`config.mk`:
```
export PLATFORM = sky130hd
export DESIGN_NAME = id_ex_stage_flat
export DESIGN_NICKNAME = d
export VERILOG_FILES = /design/src/rtl/id_ex_stage_if.sv /design/src/rtl/id_ex_stage.sv /design/src/flat_wrapper.sv
export SDC_FILE = /design/constraint.sdc
export NUM_CORES = 1
export LEC_CHECK = 0
export BUFFER_PORTS_ARGS = -buffer_cell sky130_fd_sc_hd__clkbuf_2
export CORE_ASPECT_RATIO = 0.9
export CORE_MARGIN = 2
export CORE_UTILIZATION = 35
export CTS_CLUSTER_DIAMETER = 200
export CTS_CLUSTER_SIZE = 20
export DETAILED_ROUTE_END_ITERATION = 16
export PLACE_DENSITY = 0.6
export SLEW_MARGIN = 20
export SYNTH_ARGS = -nofsm -noshare
export SYNTH_HDL_FRONTEND = slang
export SYNTH_SLANG_ARGS = --single-unit
```
`constraint.sdc`:
```
create_clock -name clk -period 16.7 [get_ports clk]
set_input_delay 1.67 -clock clk [delete_from_list [all_inputs] [get_ports clk]]
set_output_delay 1.67 -clock clk [all_outputs]
set_load 0.02 [all_outputs]
```
`src/rtl/id_ex_stage_if.sv`:
```
// Decode/execute boundary bundle for the ID/EX pipeline register.
// slave is the stage's view; master is the view of whatever drives decode and consumes execute.
interface id_ex_stage_if #(
    parameter int DATA_W     = 32,
    parameter int REG_ADDR_W = 5,
    parameter int CTRL_W     = 8
) ();
    logic                  in_valid;
    logic                  in_ready;
    logic [DATA_W-1:0]     in_pc_plus4;
    logic [DATA_W-1:0]     in_imm_ext;
    logic [DATA_W-1:0]     in_rs_data;
    logic [DATA_W-1:0]     in_rt_data;
    logic [REG_ADDR_W-1:0] in_rs_addr;
    logic [REG_ADDR_W-1:0] in_rt_addr;
    logic [REG_ADDR_W-1:0] in_rd_addr;
    logic                  in_is_load;
    logic [CTRL_W-1:0]     in_ctrl;
    logic                  flush;

    logic                  out_valid;
    logic                  out_ready;
    logic [DATA_W-1:0]     out_pc_plus4;
    logic [DATA_W-1:0]     out_imm_ext;
    logic [DATA_W-1:0]     out_rs_data;
    logic [DATA_W-1:0]     out_rt_data;
    logic [REG_ADDR_W-1:0] out_rs_addr;
    logic [REG_ADDR_W-1:0] out_rt_addr;
    logic [REG_ADDR_W-1:0] out_rd_addr;
    logic                  out_is_load;
    logic [CTRL_W-1:0]     out_ctrl;
    logic [DATA_W-1:0]     out_branch_target;
    logic                  hazard_stall;
    logic [15:0]           stall_count;

    modport master (
        output in_valid, in_pc_plus4, in_imm_ext, in_rs_data, in_rt_data,
               in_rs_addr, in_rt_addr, in_rd_addr, in_is_load, in_ctrl, flush,
               out_ready,
        input  in_ready, out_valid, out_pc_plus4, out_imm_ext, out_rs_data,
               out_rt_data, out_rs_addr, out_rt_addr, out_rd_addr, out_is_load,
               out_ctrl, out_branch_target, hazard_stall, stall_count
    );

    modport slave (
        input  in_valid, in_pc_plus4, in_imm_ext, in_rs_data, in_rt_data,
               in_rs_addr, in_rt_addr, in_rd_addr, in_is_load, in_ctrl, flush,
               out_ready,
        output in_ready, out_valid, out_pc_plus4, out_imm_ext, out_rs_data,
               out_rt_data, out_rs_addr, out_rt_addr, out_rd_addr, out_is_load,
               out_ctrl, out_branch_target, hazard_stall, stall_count
    );
endinterface

```
`src/rtl/id_ex_stage.sv`:
```
// MIPS ID/EX pipeline register: two-entry skid buffer, registered branch target,
// single-cycle load-use stall detection and a saturating stall counter.
module id_ex_stage #(
    parameter int DATA_W     = 32,
    parameter int REG_ADDR_W = 5,
    parameter int CTRL_W     = 8
) (
    input  logic         clk,
    input  logic         reset,
    id_ex_stage_if.slave bus
);
    typedef struct packed {
        logic [DATA_W-1:0]     pc_plus4;
        logic [DATA_W-1:0]     imm_ext;
        logic [DATA_W-1:0]     rs_data;
        logic [DATA_W-1:0]     rt_data;
        logic [REG_ADDR_W-1:0] rs_addr;
        logic [REG_ADDR_W-1:0] rt_addr;
        logic [REG_ADDR_W-1:0] rd_addr;
        logic                  is_load;
        logic [CTRL_W-1:0]     ctrl;
        logic [DATA_W-1:0]     branch_target;
    } entry_t;

    typedef enum logic [1:0] {
        EMPTY = 2'd0,
        ONE   = 2'd1,
        FULL  = 2'd2
    } occ_t;

    // Word offset is a signed shift; bits shifted past the top are dropped, so the sum wraps.
    function automatic logic [DATA_W-1:0] branch_target(
        input logic [DATA_W-1:0]        pc,
        input logic signed [DATA_W-1:0] imm
    );
        logic signed [DATA_W-1:0] off;
        off = imm <<< 2;
        return pc + $unsigned(off);
    endfunction

    function automatic logic [15:0] sat_inc16(input logic [15:0] v);
        return (v == 16'hFFFF) ? v : v + 16'd1;
    endfunction

    occ_t                  state_q;
    occ_t                  state_d;
    entry_t                in_entry_p0;
    entry_t                skid_p0;
    entry_t                head_p1;
    logic                  vld_p1;
    logic                  in_ready;
    logic                  accept;
    logic                  pop;
    logic                  load_head;
    logic                  load_skid;
    logic                  move_skid;
    logic                  armed_q;
    logic [REG_ADDR_W-1:0] last_ld_rd_q;
    logic                  hazard_stall;
    logic [15:0]           stall_count_q;

    // p0: incoming entry, branch target formed at acceptance
    always_comb begin
        in_entry_p0               = '0;
        in_entry_p0.pc_plus4      = bus.in_pc_plus4;
        in_entry_p0.imm_ext       = bus.in_imm_ext;
        in_entry_p0.rs_data       = bus.in_rs_data;
        in_entry_p0.rt_data       = bus.in_rt_data;
        in_entry_p0.rs_addr       = bus.in_rs_addr;
        in_entry_p0.rt_addr       = bus.in_rt_addr;
        in_entry_p0.rd_addr       = bus.in_rd_addr;
        in_entry_p0.is_load       = bus.in_is_load;
        in_entry_p0.ctrl          = bus.in_ctrl;
        in_entry_p0.branch_target = branch_target(bus.in_pc_plus4, bus.in_imm_ext);
    end

    assign hazard_stall = armed_q && bus.in_valid &&
                          ((bus.in_rs_addr == last_ld_rd_q) || (bus.in_rt_addr == last_ld_rd_q));

    assign vld_p1   = (state_q != EMPTY);
    assign in_ready = !reset && (state_q != FULL) && !hazard_stall && !bus.flush;
    assign accept   = bus.in_valid && in_ready;
    assign pop      = vld_p1 && bus.out_ready;

    always_ff @(posedge clk or posedge reset) begin
        if (reset) begin
            state_q <= EMPTY;
        end else begin
            state_q <= state_d;
        end
    end

    always_comb begin
        state_d = state_q;
        if (bus.flush) begin
            state_d = EMPTY;
        end else begin
            case (state_q)
                EMPTY: if (accept) state_d = ONE;
                ONE: begin
                    if (accept && !pop)      state_d = FULL;
                    else if (!accept && pop) state_d = EMPTY;
                end
                FULL:  if (pop) state_d = ONE;
                default: state_d = EMPTY;
            endcase
        end
    end

    // Accept-with-pop from ONE refills the head directly; the skid only takes an entry when the head stays.
    always_comb begin
        load_head = 1'b0;
        load_skid = 1'b0;
        move_skid = 1'b0;
        if (!bus.flush) begin
            case (state_q)
                EMPTY: load_head = accept;
                ONE: begin
                    load_head = accept && pop;
                    load_skid = accept && !pop;
                end
                FULL:  move_skid = pop;
                default: ;
            endcase
        end
    end

    // p1: head and skid storage
    always_ff @(posedge clk or posedge reset) begin
        if (reset) begin
            head_p1 <= '0;
            skid_p0 <= '0;
        end else begin
            if (load_head)      head_p1 <= in_entry_p0;
            else if (move_skid) head_p1 <= skid_p0;
            if (load_skid)      skid_p0 <= in_entry_p0;
        end
    end

    // Tracker is armed for exactly the cycle after a load with a real destination is accepted.
    always_ff @(posedge clk or posedge reset) begin
        if (reset) begin
            armed_q       <= 1'b0;
            last_ld_rd_q  <= '0;
            stall_count_q <= '0;
        end else begin
            armed_q <= !bus.flush && accept && bus.in_is_load && (bus.in_rd_addr != '0);
            if (accept && bus.in_is_load && (bus.in_rd_addr != '0)) last_ld_rd_q <= bus.in_rd_addr;
            if (hazard_stall) stall_count_q <= sat_inc16(stall_count_q);
        end
    end

    assign bus.in_ready          = in_ready;
    assign bus.out_valid         = vld_p1;
    assign bus.out_pc_plus4      = head_p1.pc_plus4;
    assign bus.out_imm_ext       = head_p1.imm_ext;
    assign bus.out_rs_data       = head_p1.rs_data;
    assign bus.out_rt_data       = head_p1.rt_data;
    assign bus.out_rs_addr       = head_p1.rs_addr;
    assign bus.out_rt_addr       = head_p1.rt_addr;
    assign bus.out_rd_addr       = head_p1.rd_addr;
    assign bus.out_is_load       = head_p1.is_load;
    assign bus.out_ctrl          = head_p1.ctrl;
    assign bus.out_branch_target = head_p1.branch_target;
    assign bus.hazard_stall      = hazard_stall;
    assign bus.stall_count       = stall_count_q;
endmodule

```
`src/flat_wrapper.sv`:
```
// flat-port wrapper written by rule: the top's interface ports become plain ports
module id_ex_stage_flat 
#(
    parameter int DATA_W     = 32,
    parameter int REG_ADDR_W = 5,
    parameter int CTRL_W     = 8
)
  (clk, reset, bus_in_valid, bus_in_pc_plus4, bus_in_imm_ext, bus_in_rs_data, bus_in_rt_data, bus_in_rs_addr, bus_in_rt_addr, bus_in_rd_addr, bus_in_is_load, bus_in_ctrl, bus_flush, bus_out_ready, bus_in_ready, bus_out_valid, bus_out_pc_plus4, bus_out_imm_ext, bus_out_rs_data, bus_out_rt_data, bus_out_rs_addr, bus_out_rt_addr, bus_out_rd_addr, bus_out_is_load, bus_out_ctrl, bus_out_branch_target, bus_hazard_stall, bus_stall_count);
  id_ex_stage_if #(.DATA_W(DATA_W), .REG_ADDR_W(REG_ADDR_W), .CTRL_W(CTRL_W)) bus_i ();
  input  logic clk;
  input  logic reset;
  input wire logic [$bits(bus_i.in_valid)-1:0] bus_in_valid;
  input wire logic [$bits(bus_i.in_pc_plus4)-1:0] bus_in_pc_plus4;
  input wire logic [$bits(bus_i.in_imm_ext)-1:0] bus_in_imm_ext;
  input wire logic [$bits(bus_i.in_rs_data)-1:0] bus_in_rs_data;
  input wire logic [$bits(bus_i.in_rt_data)-1:0] bus_in_rt_data;
  input wire logic [$bits(bus_i.in_rs_addr)-1:0] bus_in_rs_addr;
  input wire logic [$bits(bus_i.in_rt_addr)-1:0] bus_in_rt_addr;
  input wire logic [$bits(bus_i.in_rd_addr)-1:0] bus_in_rd_addr;
  input wire logic [$bits(bus_i.in_is_load)-1:0] bus_in_is_load;
  input wire logic [$bits(bus_i.in_ctrl)-1:0] bus_in_ctrl;
  input wire logic [$bits(bus_i.flush)-1:0] bus_flush;
  input wire logic [$bits(bus_i.out_ready)-1:0] bus_out_ready;
  output wire logic [$bits(bus_i.in_ready)-1:0] bus_in_ready;
  output wire logic [$bits(bus_i.out_valid)-1:0] bus_out_valid;
  output wire logic [$bits(bus_i.out_pc_plus4)-1:0] bus_out_pc_plus4;
  output wire logic [$bits(bus_i.out_imm_ext)-1:0] bus_out_imm_ext;
  output wire logic [$bits(bus_i.out_rs_data)-1:0] bus_out_rs_data;
  output wire logic [$bits(bus_i.out_rt_data)-1:0] bus_out_rt_data;
  output wire logic [$bits(bus_i.out_rs_addr)-1:0] bus_out_rs_addr;
  output wire logic [$bits(bus_i.out_rt_addr)-1:0] bus_out_rt_addr;
  output wire logic [$bits(bus_i.out_rd_addr)-1:0] bus_out_rd_addr;
  output wire logic [$bits(bus_i.out_is_load)-1:0] bus_out_is_load;
  output wire logic [$bits(bus_i.out_ctrl)-1:0] bus_out_ctrl;
  output wire logic [$bits(bus_i.out_branch_target)-1:0] bus_out_branch_target;
  output wire logic [$bits(bus_i.hazard_stall)-1:0] bus_hazard_stall;
  output wire logic [$bits(bus_i.stall_count)-1:0] bus_stall_count;
  assign bus_i.in_valid = bus_in_valid;
  assign bus_i.in_pc_plus4 = bus_in_pc_plus4;
  assign bus_i.in_imm_ext = bus_in_imm_ext;
  assign bus_i.in_rs_data = bus_in_rs_data;
  assign bus_i.in_rt_data = bus_in_rt_data;
  assign bus_i.in_rs_addr = bus_in_rs_addr;
  assign bus_i.in_rt_addr = bus_in_rt_addr;
  assign bus_i.in_rd_addr = bus_in_rd_addr;
  assign bus_i.in_is_load = bus_in_is_load;
  assign bus_i.in_ctrl = bus_in_ctrl;
  assign bus_i.flush = bus_flush;
  assign bus_i.out_ready = bus_out_ready;
  assign bus_in_ready = bus_i.in_ready;
  assign bus_out_valid = bus_i.out_valid;
  assign bus_out_pc_plus4 = bus_i.out_pc_plus4;
  assign bus_out_imm_ext = bus_i.out_imm_ext;
  assign bus_out_rs_data = bus_i.out_rs_data;
  assign bus_out_rt_data = bus_i.out_rt_data;
  assign bus_out_rs_addr = bus_i.out_rs_addr;
  assign bus_out_rt_addr = bus_i.out_rt_addr;
  assign bus_out_rd_addr = bus_i.out_rd_addr;
  assign bus_out_is_load = bus_i.out_is_load;
  assign bus_out_ctrl = bus_i.out_ctrl;
  assign bus_out_branch_target = bus_i.out_branch_target;
  assign bus_hazard_stall = bus_i.hazard_stall;
  assign bus_stall_count = bus_i.stall_count;
  id_ex_stage #(.DATA_W(DATA_W), .REG_ADDR_W(REG_ADDR_W), .CTRL_W(CTRL_W)) u_core (.clk(clk), .reset(reset), .bus(bus_i));
endmodule
```
* Yosys cells after proc, flatten, opt, wreduce, memory -nomap -nowiden *
Index checks and enable logic that the tools add are counted.

storage, ports and cells
  output and inout port bits = 203
  logic and storage cells = 77
  bits in registers = 392
  bits of input ports = 157

cells by class
  equal/unequal tests = 9
  reductions and logical operators = 27
  bitwise operators = 1
  mux-type cells = 14
  $add $sub $neg = 2

operator list
  kind                                                 count
  two-way mux 184 bit                                  2
  adder 32 bit                                         1
  adder 16 x 1 -> 16 bit, second input constant        1
  equality test 16 bit, second input constant          1
  logical AND 1 bit                                    15
  equality test 5 bit                                  2
  two-way mux 2 bit                                    5
  != test 3 x 2 -> 1 bit, second input constant        2
  case mux 2 bit (3 select lines)                      1
  logical NOT 1 bit                                    5
  two-way mux 1 bit                                    5
  nonzero test 5 bit                                   1
  != test 4 x 2 -> 1 bit, second input constant        1
  nonzero test 2 bit                                   2
  AND reduction 3 bit                                  1
  equality test 2 x 1 -> 1 bit, second input constant  1
  equality test 2 bit, second input constant           1
  logical NOT 2 bit                                    1
  != test 2 bit, second input constant                 1
  case mux 1 bit (2 select lines)                      1
  AND reduction 2 bit                                  1
  logical OR 1 bit                                     1
  NOT 1 bit                                            1

* Depth between registers and ports, before layout *
  depth after elaboration = 13
  mapped depth = 10
  gate-level depth less buffers = 10

* Worst setup path before layout *
No wires, ideal clock.

  kind = input -> output
  from = in bus_in_rs_addr[1]
  to = out bus_in_ready
  path buffers = 0
  arrival = 2798 ps
  setup slack = 12232 ps
  stages = 5
  data required time = 15030 ps
  path through = xor2_1 > nor3_1 > nand3_1 > a21oi_4 > nor4_1

between the ends
  longest elaborated chain between the ends = 6

RTL lines
  what                             line                text
  start, declared                  flat_wrapper.sv:17  input wire logic [$bits(bus_i.in_rs_addr)-1:0] bus_in_rs_addr;
  equality test 5 bit              id_ex_stage.sv:78   ((bus.in_rs_addr == last_ld_rd_q) || (bus.in_rt_addr == last_ld_rd_q));
  logical OR 1 bit                 id_ex_stage.sv:78
  logical AND 1 bit                id_ex_stage.sv:77   assign hazard_stall = armed_q && bus.in_valid &&
  net bus_hazard_stall             flat_wrapper.sv:36  output wire logic [$bits(bus_i.hazard_stall)-1:0] bus_hazard_stall;
  logical NOT 1 bit                id_ex_stage.sv:81   assign in_ready = !reset && (state_q != FULL) && !hazard_stall && !bus.flush;
  logical AND 1 bit (2 in series)  id_ex_stage.sv:81
  end, declared                    flat_wrapper.sv:24  output wire logic [$bits(bus_i.in_ready)-1:0] bus_in_ready;

The timed path passes the listed nets, and every way through them passes these cells.

* Worst setup path in the final report *
  from = in bus_in_rt_addr[1]
  to = out bus_in_ready

between the ends
  longest elaborated chain between the ends = 6

RTL lines
  what                             line                text
  start, declared                  flat_wrapper.sv:18  input wire logic [$bits(bus_i.in_rt_addr)-1:0] bus_in_rt_addr;
  equality test 5 bit              id_ex_stage.sv:78
  logical OR 1 bit                 id_ex_stage.sv:78
  logical AND 1 bit                id_ex_stage.sv:77
  logical NOT 1 bit                id_ex_stage.sv:81
  logical AND 1 bit (2 in series)  id_ex_stage.sv:81

No other way between the ends.

==> impl_metrics.tcl <==
set metrics [dict create \
    synth.mux.area_fraction_pct 10.7 \
    worstSetupStartpointType "input port" \
    track_usage_pct 17.6 \
    ff2ff_path_depth 9 \
    core_mm2 0.0489 \
    combPwrFrac_pct 22.8 \
    r2r_start "u_core.last_ld_rd_q[1]$_DFFE_PP0P_" \
    setup_viol 0 \
    drtPass1Iterations 4 \
    endpoint_kind "primary output" \
    clockRootBuffer "clkbuf_16" \
    layout_commonest_cell "dfrtp_1" \
    layout_common_cells "388 x dfrtp_1, 359 x clkbuf_2, 161 x a21o_1" \
    synthArstFlopShare_pct 100 \
    cts_tree "yes" \
    crit_type "in2out" \
    synth-compound-area-share_pct 20.6 \
    rrSetupSlack_ns 12.92 \
    tightest_slew_ns 1.07 \
    path_depth 7 \
    postLayoutCellArea_mm2 0.0202 \
    slowest_stage "a21oi_4" \
    peakVddDrop_uv 75.3 \
    synth_top_family_by_area "compound AO/OA/AOI/OAI gates" \
    antenna_found_initial 7 \
    p_leak_uw 0.0108 \
    area.growth.synth_to_final_pct 17.1 \
    ant_nets 0 \
    p_sw_share_pct 31.5 \
    die_area_mm2 0.0512 \
    cp_num_buf_inv 2 \
    die_h_um 215 \
    ys.flop_type "dfrtp_1" \
    synth_edf_count 0 \
    grt_max_degree 177 \
    clkSinkCount 388 \
    regArea_mm2 0.00971 \
    synthSimpleGateAreaFrac_pct 4.81 \
    worst_ep_arrival_time_ns 2.99 \
    cp_data_required_time_ns 15.03 \
    rsz0062_at_grt "false" \
    grtUsageMet2_pct 27.7 \
    post-cts-setup-buffers 0 \
    yosys_warnings 0 \
    cts_max_path_buffers 3 \
    ys_ff_latch 388 \
    setup_tns_ns 0 \
    cp_slowest_stage_delay_ns 0.36 \
    rr_endpoint "u_core.bus.out_branch_target[13]$_DFFE_PP0P_" \
    endpoint "bus_in_ready" \
    cts_resized 0 \
    holdCritPathClass "reg2reg" \
    port_buffers 359 \
    path_clk_slew_ns 0.08 \
    routabilityCongestion 0.824 \
    synth_area_mm2 0.0173 \
    power_frac_seq_pct 51.9 \
    synth_fa_ha_area_share_pct 2.29 \
    fin_total_pwr_uw 2270 \
    critPathLaunch "bus_in_rt_addr[1]" \
    synth-seq-area-share_pct 56.2 \
    cts_max_level 1 \
    outcome "completed" \
    synth_cells 1377 \
    post-place-cells 2291 \
    holdBufCountCts 0 \
    timing.fmax_ghz 0.215 \
    grt_busiest_layer "met2" \
    nFillCells 4718 \
    post-route-drc-count 0 \
    crit_chain "clkbuf_2 -> xor2_1 -> nor3_1 -> nand3_1 -> a21oi_4 -> nor4_1 -> clkbuf_2" \
    critical-path-top-delay-family "simple AND/OR/NAND/NOR gates" \
    syn-num-nets 1565 \
    multi_input_area_mm2 0.00711 \
    dp_hpwl_um 30900 \
    drt_iter0_markers 597 \
    final.setup_skew_ns 0.0296 \
    die_w_um 238 \
    p_clk_share_pct 25.3 \
    drt_wl_total_um 45500 \
    instances_no_fill 2320 \
    intPower_uw 1550 \
    num_vias 12220 \
    grt_pass1_vias 12320 \
    nNetsFinal 1873 \
    path_common_cell "clkbuf_2" \
    use_met3_pct 4.70 \
    fin_crit_sh_pct 27.9 \
    detail_route.wl_per_cell_um 19.6 \
    cp_max_fo 9 \
    clock_latency_ns 0.59 \
    fin_crit_ns 4.66 \
    hold_viol 0 \
    slew_viol_final 0 \
    met1_usage_pct 23.9 \
    netlist-cell-type-count 61 \
    overflow 0 \
    p_per_area_mw_per_mm2 112 \
    cap_viol_max_count 0 \
    placed_cell_area_mm2 0.0196 \
    slew_headroom_pct 28.5 \
    placementRows 77 \
    initial_core_util_pct 35.3 \
    hold_slack_ns 0.478 \
    syn_avg_cell_area_um2 12.6 \
    numCtsBuffers 23 \
    drive_above_1_share_pct 34.2 \
    switching_power_uw 715 \
    vias_per_cell 5.27 \
    synth_xor_xnor_area_share_pct 2.68 \
    grt_pass1_wl_um 72000 \
    ios 360 \
]
==> cells by family after synthesis <==
kind of cell	Yosys count
AO/OA/AOI/OAI	468
XOR/XNOR	53
adder cells (fa/ha/maj)	31
buffers and inverters	106
flip-flops	388
multiplexers	164
AND/OR/NAND/NOR	167
==> state kept, by name, indices dropped and copies added (netlist names), 2 cells and up <==
| register | cells |
|---|---|
| u_core.bus.out_ctrl | 8 |
| u_core.bus.out_branch_target | 32 |
| u_core.last_ld_rd_q | 5 |
| u_core.bus.out_rd_addr | 5 |
| u_core.bus.out_rs_data | 32 |
| u_core.bus.out_rs_addr | 5 |
| u_core.bus.out_pc_plus4 | 30 |
| u_core.state_q | 2 |
| u_core.bus.out_imm_ext | 32 |
| u_core.bus.out_rt_data | 32 |
| u_core.bus.out_rt_addr | 5 |
| u_core.bus.stall_count | 16 |
| u_core.skid_p0 | 182 |
==> per-stage QoR <==
stage | util (%) | setup WS, ns
final | 41.4 | 12.04
after global routing | 41.4 | 11.90
after CTS | 41.3 | 12.07
after detailed placement | 40.0 | 11.53
after global placement | 40.0 | 11.60
after floorplan | - | 4.25
==> worst min-delay path by stage <==
stage | startpoint | to | cells past startpoint
after floorplan | u_core.skid_p0[31]$_DFFE_PP0P_ | u_core.skid_p0[31]$_DFFE_PP0P_ | 2
after global placement | u_core.bus.out_rs_data[31]$_DFFE_PP0P_ | u_core.bus.out_rs_data[31]$_DFFE_PP0P_ | 1
after detailed placement | u_core.bus.out_imm_ext[8]$_DFFE_PP0P_ | u_core.bus.out_imm_ext[8]$_DFFE_PP0P_ | 1
after CTS | u_core.bus.out_rs_data[28]$_DFFE_PP0P_ | u_core.bus.out_rs_data[28]$_DFFE_PP0P_ | 1
after global routing | u_core.bus.out_rs_data[28]$_DFFE_PP0P_ | u_core.bus.out_rs_data[28]$_DFFE_PP0P_ | 1
final | u_core.bus.out_rs_data[15]$_DFFE_PP0P_ | u_core.bus.out_rs_data[15]$_DFFE_PP0P_ | 1
==> power by group through the flow <==
stage,combinational [uW],clock (uW),sequential [uW]
after floorplan,232,0,1280
after global placement,516,0,1190
after detailed placement,525,0,1200
after CTS,526,603,1180
after global routing,565,629,1200
final,517,575,1180
==> cell usage after synthesis, drive strengths merged (2+ instances only) <==
| cell | instances | area, um^2 |
|---|---|---|
| dfrtp | 388 | 9710 |
| a21o | 161 | 1210 |
| mux2 | 160 | 1800 |
| a22o | 153 | 1340 |
| nand2 | 54 | 203 |
| buf | 53 | 285 |
| a21oi | 51 | 270 |
| o21ai | 47 | 235 |
| clkbuf | 38 | 143 |
| nor2 | 37 | 139 |
| ha | 30 | 375 |
| xor2 | 29 | 254 |
| xnor2 | 24 | 210 |
| nor2b | 19 | 119 |
| a211oi | 17 | 128 |
| inv | 15 | 56.3 |
| nor3 | 14 | 70.1 |
| a221o | 11 | 110 |
| nand3 | 10 | 50.1 |
| nand4 | 9 | 56.3 |
| o21a | 7 | 52.6 |
| mux2i | 4 | 40.0 |
| a31oi | 3 | 18.8 |
| and3 | 3 | 18.8 |
| nor4 | 3 | 18.8 |
| or2 | 3 | 18.8 |
| a211o | 2 | 17.5 |
| nand2b | 2 | 12.5 |
| nand3b | 2 | 15.0 |
| nor4bb | 2 | 35.0 |
| o211ai | 2 | 15.0 |
| o21bai | 2 | 15.0 |
| o31ai | 2 | 28.8 |
| or4 | 2 | 18.8 |
==> metal layers <==
layer | wire length (um) | part of all wire [%] | vias to the layer above
met5 | 80 | 0.18 | -
met1 | 20300 | 45 | 6204
met4 | 1300 | 2.9 | 10
met2 | 21000 | 46 | 284
li1 | - | - | 5653
met3 | 2760 | 6.1 | 69
==> layout make-up <==
class                   instances  area share [%]
clock buffers                  23            2.84
diodes                          3          0.0371
inverters                      15           0.315
well taps                     632            3.91
flip-flops and latches        388            48.0
multi-input cells             883            35.1
clock inverters                 2           0.179
repair buffers                374            9.63
Power figures use the tool's default switching activity.
